--- src/rtl/serial_tx_pkg.sv ---
// serial_tx_pkg
// Definitions shared by the serial link transmitter and its matching receiver:
//   state_t     - frame FSM state encoding (IDLE=0, START=1, DATA=2, STOP=3)
//   LINE_IDLE   - level the serial line rests at between frames
//   LINE_START  - level of the start bit
package serial_tx_pkg;

    typedef enum logic [1:0] {
        IDLE  = 2'd0,
        START = 2'd1,
        DATA  = 2'd2,
        STOP  = 2'd3
    } state_t;

    localparam logic LINE_IDLE  = 1'b1;
    localparam logic LINE_START = 1'b0;

endpackage

--- src/rtl/serial_tx_bit_timer.sv ---
// bit_timer
// Divides the clock into bit periods of CLKS_PER_BIT cycles.
// Ports:
//   clk     - clock, all state changes on posedge
//   r       - asynchronous active-high reset
//   clear   - holds the tick counter at 0 (used while the line is idle so
//             the first bit period starts cleanly at the accept edge)
//   bit_end - high in the last cycle of each bit period
module bit_timer #(
    parameter int CLKS_PER_BIT = 4
) (
    input  logic clk,
    input  logic r,
    input  logic clear,
    output logic bit_end
);

    localparam int TW = (CLKS_PER_BIT > 1) ? $clog2(CLKS_PER_BIT) : 1;
    localparam logic [TW-1:0] LAST_TICK = TW'(CLKS_PER_BIT - 1);

    logic [TW-1:0] tick_cnt;

    // With CLKS_PER_BIT=1 the counter is stuck at 0 and every cycle ends a bit.
    assign bit_end = (tick_cnt == LAST_TICK);

    always_ff @(posedge clk or posedge r) begin
        if (r) begin
            tick_cnt <= '0;
        end else if (clear || bit_end) begin
            tick_cnt <= '0;
        end else begin
            tick_cnt <= tick_cnt + 1'b1;
        end
    end

endmodule

--- src/rtl/serial_tx.sv ---
// serial_tx
// Parallel-in, serial-out transmitter. A word accepted on the valid/ready
// handshake is sent as: start bit (0), DATA_W data bits LSB first, stop bit (1),
// each bit held for CLKS_PER_BIT clocks. The line idles high.
// Ports:
//   clk   - clock, all state changes on posedge
//   r     - asynchronous active-high reset (aborts any frame, line goes high)
//   data  - word to send, sampled only at accept
//   valid - producer has a word on data
//   ready - block can accept a word (IDLE only)
//   tx    - serial line out, registered
//   busy  - frame in progress
//   done  - one-cycle pulse in the first IDLE cycle after a stop bit
module serial_tx
    import serial_tx_pkg::*;
#(
    parameter int DATA_W       = 8,
    parameter int CLKS_PER_BIT = 4
) (
    input  logic              clk,
    input  logic              r,
    input  logic [DATA_W-1:0] data,
    input  logic              valid,
    output logic              ready,
    output logic              tx,
    output logic              busy,
    output logic              done
);

    localparam int BW = (DATA_W > 1) ? $clog2(DATA_W) : 1;
    localparam logic [BW-1:0] LAST_BIT = BW'(DATA_W - 1);

    state_t            state;
    logic [DATA_W-1:0] shift_reg;
    logic [DATA_W-1:0] shift_next;
    logic [BW-1:0]     bit_cnt;
    logic              bit_end;
    logic              timer_clear;

    // Keep the tick counter parked at 0 while idle so the start bit gets a
    // full period beginning right after the accept edge.
    assign timer_clear = (state == IDLE);
    assign shift_next  = shift_reg >> 1;

    bit_timer #(
        .CLKS_PER_BIT(CLKS_PER_BIT)
    ) u_bit_timer (
        .clk    (clk),
        .r      (r),
        .clear  (timer_clear),
        .bit_end(bit_end)
    );

    // tx, ready, busy and done are all registered and updated on the same
    // edge as the state change, so they line up exactly with the state.
    always_ff @(posedge clk or posedge r) begin
        if (r) begin
            state     <= IDLE;
            shift_reg <= '0;
            bit_cnt   <= '0;
            tx        <= LINE_IDLE;
            ready     <= 1'b1;
            busy      <= 1'b0;
            done      <= 1'b0;
        end else begin
            done <= 1'b0;
            case (state)
                IDLE: begin
                    if (valid) begin
                        shift_reg <= data;
                        bit_cnt   <= '0;
                        state     <= START;
                        tx        <= LINE_START;
                        ready     <= 1'b0;
                        busy      <= 1'b1;
                    end
                end
                START: begin
                    if (bit_end) begin
                        state   <= DATA;
                        bit_cnt <= '0;
                        tx      <= shift_reg[0];
                    end
                end
                DATA: begin
                    if (bit_end) begin
                        shift_reg <= shift_next;
                        if (bit_cnt == LAST_BIT) begin
                            state <= STOP;
                            tx    <= LINE_IDLE;
                        end else begin
                            bit_cnt <= bit_cnt + 1'b1;
                            tx      <= shift_next[0];
                        end
                    end
                end
                STOP: begin
                    if (bit_end) begin
                        state <= IDLE;
                        tx    <= LINE_IDLE;
                        ready <= 1'b1;
                        busy  <= 1'b0;
                        done  <= 1'b1;
                    end
                end
                default: begin
                    state <= IDLE;
                    tx    <= LINE_IDLE;
                    ready <= 1'b1;
                    busy  <= 1'b0;
                end
            endcase
        end
    end

endmodule

--- config.mk ---
export PLATFORM = sky130hd
export DESIGN_NAME = serial_tx
export DESIGN_NICKNAME = d
export VERILOG_FILES = /design/src/rtl/serial_tx_pkg.sv /design/src/rtl/serial_tx_bit_timer.sv /design/src/rtl/serial_tx.sv
export SDC_FILE = /design/constraint.sdc
export NUM_CORES = 1
export LEC_CHECK = 0
export CAP_MARGIN = 5
export CORE_ASPECT_RATIO = 1.75
export CORE_MARGIN = 4
export CORE_UTILIZATION = 45
export DETAILED_ROUTE_END_ITERATION = 6
export PLACE_DENSITY = 0.68
export SLEW_MARGIN = 20
export SYNTH_ARGS = -nofsm -noshare
export SYNTH_HDL_FRONTEND = slang
export SYNTH_SLANG_ARGS = --single-unit
--- constraint.sdc ---
create_clock -name clk -period 1.94 [get_ports clk]
set_input_delay 0.291 -clock clk [delete_from_list [all_inputs] [get_ports clk]]
set_output_delay 0.291 -clock clk [all_outputs]
set_load 0.02 [all_outputs]
# After elaboration in Yosys (flattened, before gate mapping)
# Index checks and enable logic that the tools add are counted.
# totals
ff_bits	19
inputBits	11
output_inout_bits	4
wordCells	58
# op_classes
n_addsub	2
n_eq_ne	11
n_mux	27
reduce_logical	10
# op_table
cell	n
two-way mux 8 bit	2
one-hot mux 8 bit (2 select lines)	1
two-way mux 2 bit	6
two-way mux 3 bit	4
AND reduction 5 bit	2
two-way mux 1 bit	9
one-hot mux 3 bit (3 select lines)	1
one-hot mux 2 bit (4 select lines)	1
equality test 2 bit (second input constant)	3
!= test 2 x 1 -> 1 bit (second input constant)	3
!= test 2 bit (second input constant)	3
AND reduction 3 bit	2
one-hot mux 1 bit (2 select lines)	2
one-hot mux 1 bit (4 select lines)	1
AND reduction 4 bit	1
nonzero test 2 bit	2
adder 3 x 1 -> 3 bit (second input constant)	1
equality test 3 bit (second input constant)	1
nonzero test 3 bit	1
adder 2 x 1 -> 2 bit (second input constant)	1
equality test 2 x 1 -> 1 bit (second input constant)	1
zero test 2 bit	1
logical OR 1 bit	1

# Logic depth before layout (Yosys ltp)
# depth
depth_word	4
ltp_mapped	7

# By module
# Synthesis repeated with hierarchy kept, for this count alone.
# hier_totals
hier_cells	92
area_unflattened_um2	1084.8
# modules_own_cells
module	n_inst	cells_per_inst	area_each_um2	seq_area_each_um2
serial_tx	1	86	996.0	427.9
bit_timer	1	6	88.8	50.0

# Worst setup path before layout
# No wires, ideal clock.
# synth_timing
path_type	reg-to-reg
from	reg state[0]
to	reg shift_reg[0]
t_arrival_ps	1579
required_time_ps	1815
path_slack_ps	236
stages_incl_launch_ff	7
synth_period_minus_slack_ps	1704
cell_sequence	dfrtp_1 > inv_1 > ha_1 > buf_6 > and2b_4 > nor3_4 > mux2_2
# synth_between
elab_chain_len	3
word_cells_on_any_way	7
cone_classes	eq/ne: 3; mux: 1; reduce/logical: 3
# synth_lines
item	line_no	rtl
start: declaration	serial_tx.sv:33	state_t state;
start signal: assignment	serial_tx.sv:58	state <= IDLE;
start signal: assignment	serial_tx.sv:72	state <= START;
start signal: assignment	serial_tx.sv:80	state <= DATA;
equality test 2 bit or zero test 2 bit (tied branches)	serial_tx.sv:67	case (state)
!= test 2 x 1 -> 1 bit (no source line), or another cell as far along	n/a	
AND reduction 3 bit (no source line)	n/a	
end signal: assignment	serial_tx.sv:70	shift_reg <= data;
end signal: assignment	serial_tx.sv:87	shift_reg <= shift_next;
end: declaration	serial_tx.sv:34	logic [DATA_W-1:0] shift_reg;
# Several ways; a longest one is shown, not always the timed one.
# A chain may end at the register's enable or synchronous reset.

# Final worst setup path
# layout_timing
from	reg state[0]
to	reg shift_reg[4]
# Same word-level chain as after synthesis.

==> flow_metrics.env <==
export IMPL_p_per_area_nw_per_um2=1540
export IMPL_hold_violations=0
export IMPL_initialDrtViolationCount=32
export IMPL_power_switching_mw=0.730
export IMPL_r2r_setup_slack_ns=0.15
export IMPL_routedWlPerCell_um=15.0
export IMPL_fin_area_sq_um=1290
export IMPL_largest_reg_flops=8
export IMPL_via_count=804
export IMPL_path_class="reg -> reg"
export IMPL_final_fill_count=188
export IMPL_port_buffers=14
export IMPL_grt_antenna_before_repair=0
export IMPL_cts_inserted_buffers=3
export IMPL_clockBufferDepth=2
export IMPL_power_frac_seq_pct=34.2
export IMPL_cp_required_ns=2.13
export IMPL_fin_ws_ns=0.152
export IMPL_seq_area_frac_synth_pct=45.4
export IMPL_wirelength_um=2070
export IMPL_p_leak_nw=0.571
export IMPL_synth_flop_cell="dfrtp_1"
export IMPL_status="complete, no violations"
export IMPL_timing_rr_end="shift_reg[4]$_DFFE_PP0P_"
export IMPL_min_period_over_period_pct=92.1
export IMPL_hold_path_class="in -> async"
export IMPL_ys_warnings_count=0
export IMPL_grtUsageTotal_pct=14.9
export IMPL_relSlewSlack_pct=81.5
export IMPL_end_kind="flop"
export IMPL_fin_worst_skew_ns=0.00817
export IMPL_grt_max_degree=20
export IMPL_multi_input_area_sq_um=533
export IMPL_synth_largest_area_cell="dfrtp_1"
export IMPL_r2r_start="state[0]$_DFFE_PP0P_"
export IMPL_n_antenna_cell=0
export IMPL_antenna_left=0
export IMPL_synth_edff_count=0
export IMPL_fmax_ghz=0.559
export IMPL_synth_top_area_share_pct=40.4
export IMPL_internal_power_mw=1.25
export IMPL_grt_pass1_vias=864
export IMPL_hpwlAfterDp_um=1580
export IMPL_postLayoutCoreUtil_pct=59.3
export IMPL_ys_types=30
export IMPL_die_area_sq_um=3210
export IMPL_drcViolationCount=0
export IMPL_yosysMostFrequentCell="dfrtp_1"
export IMPL_drv_slew=0
export IMPL_seq_area_sq_um=478
export IMPL_overflow=0
export IMPL_area_growth_pct=22.6
export IMPL_whs_ns=0.311
export IMPL_synth_area_per_cell_sq_um=11.6
export IMPL_synth_seq_cells=19
export IMPL_pre_cts_slack_ns=0.0645
export IMPL_drive_gt1_share_pct=30.7
export IMPL_clkSlewWorstSetupHoldPaths_ns=0.11
export IMPL_rsz0062_at_grt="false"
export IMPL_reg2regPathDepth=6
export IMPL_crit_start="state[0]$_DFFE_PP0P_"
export IMPL_power_ir_vdd_worst_mv=0.717
export IMPL_wl_met3_um=111
export IMPL_dr_pass1_iters=5
export IMPL_grt_pass1_wl_um=3620
export IMPL_routed_via_density=5.83
export IMPL_dp_cells=133
export IMPL_cts_tree="done"
export IMPL_wl_met1_um=788
export IMPL_min_period_ns=1.79
export IMPL_highest_layer="met4"
export IMPL_synthCells=91
export IMPL_netlist_area_sq_um=1050
export IMPL_startpoint_type="flop"
export IMPL_clock_sinks=19
export IMPL_synthTopCellsByArea="dfrtp_1, mux2_2, ha_1"
export IMPL_place_congestion=0.840
export IMPL_power_total_mw=1.98
export IMPL_start_util_pct=48.4
export IMPL_tightest_slew_ns=0.274
export IMPL_cts_root_buf="clkbuf_4"
export IMPL_cts_max_level=1
export IMPL_layoutNonFillerInstCount=138
export IMPL_tns_ns=0
export IMPL_setup_viol=0
export IMPL_cp_max_fo=7
export IMPL_combPwrFrac_pct=56.0
export IMPL_ioPinCount=15
export IMPL_cp_arrival_ns=1.98
export IMPL_async_flop_share_pct=100
export IMPL_syn_nets=109
export IMPL_yosys_top_cells_count="dfrtp_1, mux2_2, ha_1"
export IMPL_max_cap_viol_count=0
export IMPL_switching_share_pct=36.8
export IMPL_placedInstanceArea_sq_um=1250
export IMPL_nets=133
export IMPL_num_rows=22
export IMPL_core_area_sq_um=2170
export IMPL_fp_dieW_um=44.6
export IMPL_clock_latency_ns=0.29
export IMPL_dr_wl_met2_um=1140
export IMPL_die_h_um=72.0
export IMPL_p_clk_share_pct=9.8
[final cells by class]
cell class	count	share of cell area (%)
Clock buffer	4	2.04
Tap cell	24	2.33
Inverter	4	1.16
Sequential cell	19	37.1
Timing Repair Buffer	23	16.1
Multi-Input combinational cell	64	41.3
[power by group through the flow]
stage	Combinational, mW	Sequential, mW	Clock (mW)
after floorplan	0.820	0.682	0
after global placement	1.04	0.675	0
after detailed placement	1.08	0.688	0
after CTS	1.08	0.679	0.204
after global routing	1.23	0.701	0.223
final	1.11	0.678	0.194
[worst max-delay path, stage by stage (launching register included)]
cell	delay, ns
dfrtp_1	0.41
inv_1	0.08
ha_1	0.28
and2b_4	0.23
nor3_4	0.16
buf_4	0.18
mux2_2	0.34
[per-layer routing]
layer  GRT usage (%)  vias up
li1                -      377
met1            17.2      392
met2            25.0       29
met3            1.49        6
met4            9.40        0
met5               0        -
[cell families (layout without fill, tap and decap cells)]
| family | count (synthesis) | after routing | share of synthesized area (%) |
|---|---|---|---|
| fa+ha+maj | 7 | 7 | 8.32 |
| buf+inv | 8 | 31 | 4.64 |
| compound gates | 21 | 21 | 13.2 |
| mux | 16 | 16 | 17.1 |
| flops | 19 | 19 | 45.4 |
| simple gates | 20 | 20 | 11.3 |
[how the worst max path moves through the flow]
stage               slack [ns]  cells past startpoint                       end
CTS                       0.06                      5  shift_reg[4]$_DFFE_PP0P_
global route              0.06                      6  shift_reg[2]$_DFFE_PP0P_
finish                    0.15                      6  shift_reg[4]$_DFFE_PP0P_
detailed placement        0.06                      4  shift_reg[4]$_DFFE_PP0P_
floorplan                 0.24                      6  shift_reg[0]$_DFFE_PP0P_
global placement          0.10                      4  shift_reg[2]$_DFFE_PP0P_
[cell usage in the layout, fill, tap and decap left out, types with 3 or more instances in the layout]
cell and n:
dfrtp_1 17, mux2_2 16, clkdlybuf4s50_1 14, buf_4 9, ha_1 7, nand2_1 6, a21oi_1 6, o21ai_0 4
inv_1 4, clkbuf_4 3
[what timing repair did]
| action | 4_1_cts | 5_1_grt |
|---|---|---|
| setup buffers | 0 | 1 |
| hold buffers | 0 | 0 |
| hold endpoints to repair | 0 | 0 |
| endpoints found under the setup margin | 0 | 7 |
| gates resized for setup | 0 | 1 |
(Power assumes the default switching activity.)
